### config.mk
export PLATFORM = sky130hd
export DESIGN_NAME = sequenciador_instrucoes
export DESIGN_NICKNAME = d
export VERILOG_FILES = /design/src/rtl/controle_pkg.sv /design/src/rtl/contador_programa.sv /design/src/rtl/sequenciador_instrucoes.sv
export SDC_FILE = /design/constraint.sdc
export NUM_CORES = 1
export LEC_CHECK = 0
export ABC_CLOCK_PERIOD_IN_PS = 1600
export BUFFER_PORTS_ARGS = -buffer_cell sky130_fd_sc_hd__buf_2
export CAP_MARGIN = 0
export CORE_ASPECT_RATIO = 0.8
export CORE_UTILIZATION = 48
export CTS_CLUSTER_DIAMETER = 100
export DETAILED_ROUTE_END_ITERATION = 7
export PLACE_DENSITY = 0.79
export SLEW_MARGIN = 20
export SYNTH_ARGS = -nofsm -noshare
export SYNTH_HDL_FRONTEND = slang
export SYNTH_SLANG_ARGS = --single-unit
### constraint.sdc
create_clock -name clk -period 1.6 [get_ports clk]
set_input_delay 0.24 -clock clk [delete_from_list [all_inputs] [get_ports clk]]
set_output_delay 0.24 -clock clk [all_outputs]
set_load 0.02 [all_outputs]
### src/rtl/controle_pkg.sv
// controle_pkg: default widths, opcode values and FSM state encoding shared by the sequencer.
package controle_pkg;
  localparam int DEF_W_PC = 4;
  localparam int DEF_W_DATA = 4;
  localparam int DEF_W_OP = 4;
  localparam logic [DEF_W_OP-1:0] OP_CLR = 4'd0;
  localparam logic [DEF_W_OP-1:0] OP_LDX = 4'd1;
  localparam logic [DEF_W_OP-1:0] OP_LDY = 4'd2;
  localparam logic [DEF_W_OP-1:0] OP_ADD = 4'd3;
  localparam logic [DEF_W_OP-1:0] OP_SUB = 4'd4;
  localparam logic [DEF_W_OP-1:0] OP_HALT = 4'd5;
  typedef enum logic [2:0] {OCIOSO, BUSCA, EXECUTA, ESPERA_ULA, FIM, ERRO} estado_t;
endpackage

### src/rtl/contador_programa.sv
// contador_programa: program counter with clear, increment enable and natural modulo-2^W wrap.
module contador_programa #(
  parameter int W = 4
) (
  input  logic         clk,
  input  logic         rst,
  input  logic         i_clr,
  input  logic         i_inc,
  output logic [W-1:0] o_count
);
  always_ff @(posedge clk)
    if (rst || i_clr) o_count <= '0;
    else if (i_inc) o_count <= o_count + 1'b1;
endmodule

### src/rtl/sequenciador_instrucoes.sv
// sequenciador_instrucoes: fetch/execute sequencer driving control strobes and an ALU handshake.
// Define SEQ_ILLEGAL_TRAP_EN to trap illegal opcodes into a sticky ERRO state.
module sequenciador_instrucoes
  import controle_pkg::*;
#(
  parameter int W_PC = DEF_W_PC,
  parameter int W_DATA = DEF_W_DATA,
  parameter int W_OP = DEF_W_OP
) (
  input  logic              clk,
  input  logic              rst,
  input  logic              start,
  output logic [W_PC-1:0]   count,
  input  logic [W_OP-1:0]   insControle,
  input  logic [W_DATA-1:0] inX,
  output logic [W_DATA-1:0] dado,
  output logic              clr,
  output logic              ld_x,
  output logic              ld_y,
  output logic              alu_op,
  output logic              alu_start,
  input  logic              alu_pronto,
  output logic              busy,
  output logic              done,
  output logic              erro
);
  estado_t             r_state, w_next;
  logic [W_OP-1:0]     r_ir;
  logic [W_DATA-1:0]   r_dado;
  logic                r_alu_op;
  logic                w_pc_clr, w_pc_inc, w_exec, w_alu;
  contador_programa #(.W(W_PC)) u_pc (
    .clk(clk), .rst(rst), .i_clr(w_pc_clr), .i_inc(w_pc_inc), .o_count(count)
  );
  // strobes are gated by rst so the reset cycle never emits one
  assign w_exec = (r_state == EXECUTA) && !rst;
  assign w_alu = (r_ir == OP_ADD) || (r_ir == OP_SUB);
  assign clr = w_exec && (r_ir == OP_CLR);
  assign ld_x = w_exec && (r_ir == OP_LDX);
  assign ld_y = w_exec && (r_ir == OP_LDY);
  assign alu_start = w_exec && w_alu;
  assign alu_op = alu_start ? (r_ir == OP_SUB) : r_alu_op;
  assign done = (r_state == FIM) && !rst;
  assign busy = r_state != OCIOSO;
  assign dado = r_dado;
  always_comb begin
    w_next = r_state;
    w_pc_clr = 1'b0;
    w_pc_inc = 1'b0;
    case (r_state)
      OCIOSO: begin
        w_next = start ? BUSCA : OCIOSO;
        w_pc_clr = start;
      end
      BUSCA: w_next = EXECUTA;
      EXECUTA:
        if (w_alu) w_next = ESPERA_ULA;
        else if (r_ir == OP_HALT) w_next = FIM;
`ifdef SEQ_ILLEGAL_TRAP_EN
        else if (r_ir > OP_HALT) w_next = ERRO;
`endif
        else begin
          w_next = BUSCA;
          w_pc_inc = 1'b1;
        end
      ESPERA_ULA: begin
        w_next = alu_pronto ? BUSCA : ESPERA_ULA;
        w_pc_inc = alu_pronto;
      end
      FIM: w_next = OCIOSO;
      default: w_next = r_state;
    endcase
  end
  always_ff @(posedge clk) begin
    if (rst) begin
      r_state <= OCIOSO;
      r_ir <= '0;
      r_dado <= '0;
      r_alu_op <= 1'b0;
    end else begin
      r_state <= w_next;
      if (r_state == BUSCA) begin
        r_ir <= insControle;
        r_dado <= inX;
      end
      if (alu_start) r_alu_op <= r_ir == OP_SUB;
    end
  end
`ifdef SEQ_ILLEGAL_TRAP_EN
  logic r_erro;
  always_ff @(posedge clk)
    if (rst) r_erro <= 1'b0;
    else if (w_exec && r_ir > OP_HALT) r_erro <= 1'b1;
  assign erro = r_erro;
`else
  assign erro = 1'b0;
`endif
endmodule

---- Word level (Yosys, flattened, before mapping) ----
Cells that the tools add are included.
operators by class
  add/subtract/negate cells ............... 1
  $mul .................................... 0
  divide/modulo/power cells ............... 0
  magnitude comparators ................... 0
  eq/ne operators ......................... 9
  shift operators ......................... 0
  multiplexer cells ....................... 10
  bitwise logic cells ..................... 0
  reduce and logical (&&, ||, !) cells .... 13
operators with widths
  cell                 number
  $pmux 3 s5           1
  $eq 4x2->1 const B   2
  $eq 4x3->1 const B   2
  $eq 3x2->1 const B   2
  $logic_and 1x1->1    6
  $mux 3               2
  $mux 1               5
  $reduce_bool 5->1    1
  $add 4x1->4 const B  1
  $eq 4x1->1 const B   1
  $logic_not 4->1      1
  $eq 3x1->1 const B   1
  $eq 3x3->1 const B   1
  $logic_not 3->1      1
  $reduce_bool 3->1    1
  $logic_or 1x1->1     2
  $mux 2               1
  $pmux 1 s2           1
  $logic_not 1->1      1
word-level totals
  register bits ........................... 16
  bits in latches ......................... 0
  RAM bits ................................ 0
  bits in read-only memories .............. 0
  input port bits ......................... 12
  output and inout port bits .............. 16
  logic and storage cells ................. 38
  memories kept ........................... 0

---- Logic depth before layout (Yosys ltp) ----
Gate-level depths: netlist (run 1).
  word-level depth ........................ 4
  mapped depth ............................ 5
  gate-level depth less buffers ........... 4

---- Cells and area by module ----
From an unflattened synthesis (run 1), not the netlist that was laid out.
second synthesis, totals
  cell total of the unflattened synthesis .. 87
  area, all modules ....................... 833.3 µm²
by module, submodules not included
  module                   times used  cells an instance  area each (µm²)  sequential area each (µm²)
  sequenciador_instrucoes  1           70                 655.6            240.2
  contador_programa        1           17                 177.7            80.1

---- Worst setup path after synthesis (run 1) ----
OpenSTA, ideal clock, no wires.
  path type ............................... register to output
  start ................................... reg r_state[0]
  end ..................................... out ld_x
  arrival time ............................ 1.582 ns
  data required time ...................... 1.360 ns
  slack ................................... -0.222 ns
  stages on the path, launching flop included .. 5
  path buffers ............................ 1
  cells stage by stage .................... dfxtp_1 > buf_2 > nor3_1 > nand2_1 > nor4b_1
between the ends
  longest elaborated chain between the ends .. 3
RTL lines
  element                   RTL line                       RTL
  start: declaration        sequenciador_instrucoes.sv:27  estado_t r_state, w_next;
  start signal: assignment  sequenciador_instrucoes.sv:81  r_state <= w_next;
  $eq 3x2->1                sequenciador_instrucoes.sv:36  assign w_exec = (r_state == EXECUTA) && !rst;
  $logic_and 1x1->1         sequenciador_instrucoes.sv:36
  $logic_and 1x1->1         sequenciador_instrucoes.sv:39  assign ld_x = w_exec && (r_ir == OP_LDX);
  end: declaration          sequenciador_instrucoes.sv:18  output logic ld_x,
Every way passes these cells.

---- Final worst setup path (run 1) ----
Ends and elaborated chain as after synthesis.

==> flow_summary.yaml, run 1 <==
sta:
  fmax_ghz: 0.605
  timing_max_transition_violations_final: 0
  rsz0062_at_grt: "yes"
  fin_crit_ps: 1650
  final.setup_skew_ps: 8.25
  setup_tns_ps: -140
  setup-violations-final: 4
  fin_crit_sh: 1.03
  worst_slack_ps: -53.3
  hold_ws_ps: 189
  hold_viol_final: 0
min_path:
  hold_class: "in -> reg"
  hold_end: "dado[0]$_SDFFE_PP0P_"
  hold_depth: 3
  hold_start: "inX[0]"
critical_path:
  critPathCaptureType: "output pin"
  reg2reg_depth: 4
  r2r_slack_ps: 100
  worst-setup-path-type: "reg -> out"
  r2r_start: "r_ir[1]$_SDFFE_PP0P_"
  cp-start-kind: "flop"
  crit_arrival_ps: 1410
  required_ps: 1360
  crit_fanout: 3
  reg2reg_to: "u_pc.o_count[3]$_SDFFE_PP0P_"
clocking:
  cts_max_level: 1
  clk_pin_slew_ps: 100
  cts.sink_count: 16
  cts-root-buf: "clkbuf_4"
  cts_tree: "done"
  insertion_delay_ps: 290
  clk_path_buf_depth: 2
  cts_hold_buf: 0
  cts_made_buffers: 3
global_routing:
  grt_antenna_before_repair: 0
  grt_pass1_vias: 733
  grt_pass1_wl_um: 3040
  grt_max_degree: 16
  grt_overflow: 0
  grtUsageTotal: 0.221
power:
  power_frac_seq: 0.486
  p_leak_nw: 0.479
  power_switching_mw: 0.260
  cellInternalPower_mw: 0.654
  clock_power_share: 0.292
  pwr-share-comb: 0.223
  power_density_nw_per_um2: 794
  p_total_mw: 0.914
  ir_drop_uv: 603
  swShare: 0.285
routing:
  routed_wl_um: 1980
  firstDrtPassIters: 4
  drcViolationCount: 0
  first_iter_violations: 12
  wl_per_cell_um: 13.3
  num_vias: 830
  via_per_inst: 5.57
  antenna_left: 0
die:
  die_w_um: 48.4
  io_pins: 28
  die_h_um: 39.2
  die_area_um2: 1900
  core_area_um2: 1630
  rows: 13
  start_util: 0.509
final_layout:
  insertedDiodeCount: 0
  layout.nets: 141
  area_delta_synth_final_pct: 39.0
  drive_gt1_frac: 0.480
  nFillCells: 129
flow_run:
  drv_cap: 0
placement:
  dpl.hpwl_um: 1390
  place_congestion: 0.799
  port_buffers: 26
logic_synthesis:
  synth_cells: 94
  synthDistinctLibCells: 35
  yosysSeqAreaShare: 0.387
  synth-main-ff-cell: "dfxtp_1"
  avgSynthCellArea_um2: 8.81
  yosysWarningCount: 0
  syn-cell-area_um2: 828
  synthArstFlopShare: 0
  synth-edff-count: 0
  ys_ff_latch: 16
  syn_nets: 107
run_status:
  status: "finished with violations"
  violations: "setup timing"
## synth_stat cells (2+ instances only)
master    instances  share of area
or4_1             2          0.018
nor3b_1           3          0.027
o31ai_1           2          0.018
dfxtp_1          16           0.39
nor2_1           13          0.059
nor4_1            2          0.015
mux2i_1           8          0.097
nor2b_2           2          0.021
buf_2             2          0.012
nor3_1            2          0.012
inv_1             2         0.0091
a21oi_1           7          0.042
clkbuf_1          2         0.0091
o21a_1            2          0.018
or3_1             2          0.015
nor4b_1           4          0.042
o21ai_0           3          0.018
nand2b_1          2          0.015
nor2b_1           2          0.015
## logic make-up (layout without fill, tap and decap cells)
| kind of cell | count (synthesis) | in the layout | share of synthesized area |
|---|---|---|---|
| DFF | 16 | 16 | 0.387 |
| muxes | 8 | 8 | 0.0967 |
| other | 1 | 1 | 0.00453 |
| AOI/OAI and AO/OA | 19 | 19 | 0.151 |
| adders and majority gates | 1 | 1 | 0.0151 |
| buffers and inverters | 8 | 41 | 0.0453 |
| and+or+nand+nor | 41 | 41 | 0.301 |
## critical path, cell delays in order (launching register included)
cell and delay, ps:
dfxtp_2 360, nor3_4 200, nand2_2 120, nor4b_4 270
buf_4 180
## repair_timing
item	4_1_cts	5_1_grt
pin swaps	5	2
buffers inserted	1	0
setup endpoints to repair	5	7
resized for setup	22	6
## layer usage
metal,GRT usage,part of all wire,up-vias
li1,-,-,403
met1,0.236,0.43,389
met2,0.426,0.51,32
met3,0.0510,0.054,6
met4,0.110,0.011,0
met5,0,0,-
## layout by cell type, fill, tap and decap left out, types with 3 or more instances in the layout
cell type	Yosys	layout
buf_4	1	11
dfxtp_2	0	4
buf_2	2	23
clkbuf_4	0	3
mux2i_1	8	8
dfxtp_4	0	3
nor2_1	13	13
dfxtp_1	16	9
a21oi_1	7	7
## state kept, by name (all words and copies together) (netlist names)
signal and count:
dado 4, r_ir 4, u_pc.o_count 4, r_state 3, r_alu_op 1
## worst max path at each step
stage                             from                           end  slack [ps]  depth (start not counted)
3_3_place_gp      r_ir[1]$_SDFFE_PP0P_  u_pc.o_count[3]$_SDFFE_PP0P_         160                          4
4_1_cts        r_state[0]$_SDFFE_PP0P_                          ld_x         -30                          4
5_1_grt        r_state[0]$_SDFFE_PP0P_                          ld_x        -110                          4
6_report       r_state[0]$_SDFFE_PP0P_                          ld_x         -50                          4
3_5_place_dp      r_ir[0]$_SDFFE_PP0P_  u_pc.o_count[3]$_SDFFE_PP0P_         110                          4
2_1_floorplan  r_state[0]$_SDFFE_PP0P_                          ld_x        -220                          4
## metrics by stage
| stage | cell area [um2] | setup WS [ps] | utilization | cells |
|---|---|---|---|---|
| final | 1150 | -53.3 | 0.708 | 149 |
| after floorplan | 828 | -222 | - | 94 |
| after CTS | 1120 | -28.7 | 0.689 | 149 |
| after global placement | 1020 | 155 | 0.625 | 144 |
| after detailed placement | 1020 | 106 | 0.625 | 144 |
| after global routing | 1150 | -111 | 0.708 | 149 |
## final cells by class
cell class	instances	area, um2	area share
multi-input combinational	70	534	0.464
sequential	16	337	0.292
timing repair buffer	35	209	0.182
clock buffer	4	36.3	0.0315
tap	22	27.5	0.0239
inverter	2	7.51	0.00652
## power by group through the flow
stage | clock network, mW | logic [mW] | registers, mW
4_1_cts | 0.274 | 0.196 | 0.440
5_1_grt | 0.290 | 0.218 | 0.446
3_5_place_dp | 0 | 0.184 | 0.446
3_3_place_gp | 0 | 0.178 | 0.445
2_1_floorplan | 0 | 0.115 | 0.450
6_report | 0.266 | 0.204 | 0.444
Note: power is estimated with default switching activity, not from simulation.
==> inputs of run 2 (changes only) <==
SETUP_SLACK_MARGIN = 0.1   (was not set)
==> run 2 against run 1 <==
Against the previous run: the run now ends clean; wire length is 5.9% higher; global-route usage up 0.93 points; sequential share of layout area down 1.5 points; flip-flop and latch count is the same; largest power group unchanged; maximum frequency is 3.5% higher.
==> flow_summary.yaml, run 2 (synthesis results as in run 1) <==
global_routing:
  grt_overflow: 0
  use_met1: 0.270
  grt_antenna_before_repair: 0
  grt_pass1_wl_um: 3190
  top_usage_layer: "met2"
  grt_max_degree: 16
  gr-usage-met2: 0.405
  grtUsageTotal: 0.230
  grt_pass1_vias: 734
  grt_util_met3: 0.0549
routing:
  firstDrtPassIters: 5
  antenna_left: 0
  wl_per_cell_um: 13.9
  drcViolationCount: 0
  first_iter_violations: 20
  num_vias: 826
  routed_wl_um: 2090
  via_per_inst: 5.51
final_layout:
  seqCellArea_um2: 334
  fin_area_um2: 1210
  mostFrequentLayoutCells: "buf_2, buf_4, nor2_1"
  nFillCells: 121
  area_delta_synth_final_pct: 45.6
  mostFrequentLayoutCell: "buf_2"
  multi_input_area_um2: 577
  layout.nets: 142
  drive_gt1_frac: 0.531
  insertedDiodeCount: 0
placement:
  port_buffers: 26
  place_congestion: 0.805
  dpl.hpwl_um: 1340
  dp_slack_ps: 115
  place_area_um2: 1060
sta:
  worst_slack_ps: 3.23
  fin_crit_ps: 1600
  rsz0062_at_grt: "yes"
  final.setup_skew_ps: 5.94
  fin_crit_sh: 0.998
  timing_max_transition_violations_final: 0
  hold_viol_final: 0
  setup_tns_ps: 0
  fmax_ghz: 0.626
  setup-violations-final: 0
die:
  die_h_um: 39.2
  die_area_um2: 1900
  io_pins: 28
  die_w_um: 48.4
  core_area_um2: 1630
  rows: 13
  start_util: 0.509
min_path:
  hold_depth: 3
  hold_class: "in -> reg"
critical_path:
  crit_family: "simple AND/OR/NAND/NOR gates"
  crit_arrival_ps: 1360
  critPathCaptureType: "output pin"
  worst-setup-path-type: "reg -> out"
  cpPeakStageDelay_ps: 350
  worst-path-stages: 4
  crit_slowest_cell: "dfxtp_2"
  reg2reg_depth: 6
  crit_fanout: 3
  cp-start-kind: "flop"
  required_ps: 1360
  crit_buf_inv: 1
  path_cells: "nor3_4 > nand2_2 > nor4b_2 > buf_4"
clocking:
  insertion_delay_ps: 290
  cts_tree: "done"
  cts_max_level: 1
  cts_hold_buf: 0
  cts_made_buffers: 3
  cts.sink_count: 16
  cts-root-buf: "clkbuf_4"
  clk_path_buf_depth: 2
  clk_pin_slew_ps: 100
flow_run:
  drv_cap: 0
run_status:
  status: "finished, final reports clean"
power:
  power_density_nw_per_um2: 776
  ir_drop_uv: 828
  p_total_mw: 0.936
  p_leak_nw: 0.488
-- run 2: cell types whose count changed in the layout (fill, tap and decap cells not counted), sizes merged --
cell | previous run | this run
buf | 35 | 36
-- run 2: per-stage QoR --
| stage | cells | util | hold slack (ps) |
|---|---|---|---|
| after global routing | 150 | 0.742 | 198 |
| after floorplan | 94 | - | 312 |
| after CTS | 150 | 0.714 | 183 |
| after global placement | 145 | 0.653 | 469 |
| after detailed placement | 145 | 0.653 | 474 |
| final | 150 | 0.742 | 181 |
-- run 2: final timing paths --
| check | start | endpoint | slack, ps |
|---|---|---|---|
| worst min register to register | dado[0]$_SDFFE_PP0P_ | dado[0]$_SDFFE_PP0P_ | 510 |
| worst min-delay path | inX[2] | dado[2]$_SDFFE_PP0P_ | 180 |
| worst max-delay path | r_state[0]$_SDFFE_PP0P_ | ld_x | 3 |
| worst max register to register | r_state[0]$_SDFFE_PP0P_ | u_pc.o_count[1]$_SDFFE_PP0P_ | 90 |
-- run 2: layer usage --
metal | up-vias | wire length (um)
met3 | 4 | 104
li1 | 402 | -
met5 | - | 0
met2 | 34 | 994
met1 | 386 | 974
met4 | 0 | 19
-- run 2: cell type report --
type,instances,area share
well taps,22,0.0228
repair buffers,36,0.186
inverters,2,0.00622
multi-input cells,70,0.478
flip-flops and latches,16,0.277
clock buffers,4,0.0301
-- run 2: tightest hold or removal path, delay by kind of cell --
family / cells / cell delay, ps
buffers and inverters: 1 / 70
and+or+nand+nor: 1 / 70
muxes: 1 / 50
-- run 2: timing repair --
| item | 4_1_cts | 5_1_grt |
|---|---|---|
| cloned | 0 | 0 |
| resized for setup | 21 | 11 |
| endpoints found under the setup margin | 8 | 9 |
| buffers inserted | 1 | 0 |
| pin swaps | 5 | 5 |
-- run 2: power by group --
part | internal [mW] | switching (mW) | leakage [nW]
logic | 0.102 | 0.118 | 0.333
registers | 0.419 | 0.0241 | 0.134
clock network | 0.139 | 0.135 | 0.0210
total | 0.660 | 0.276 | 0.488
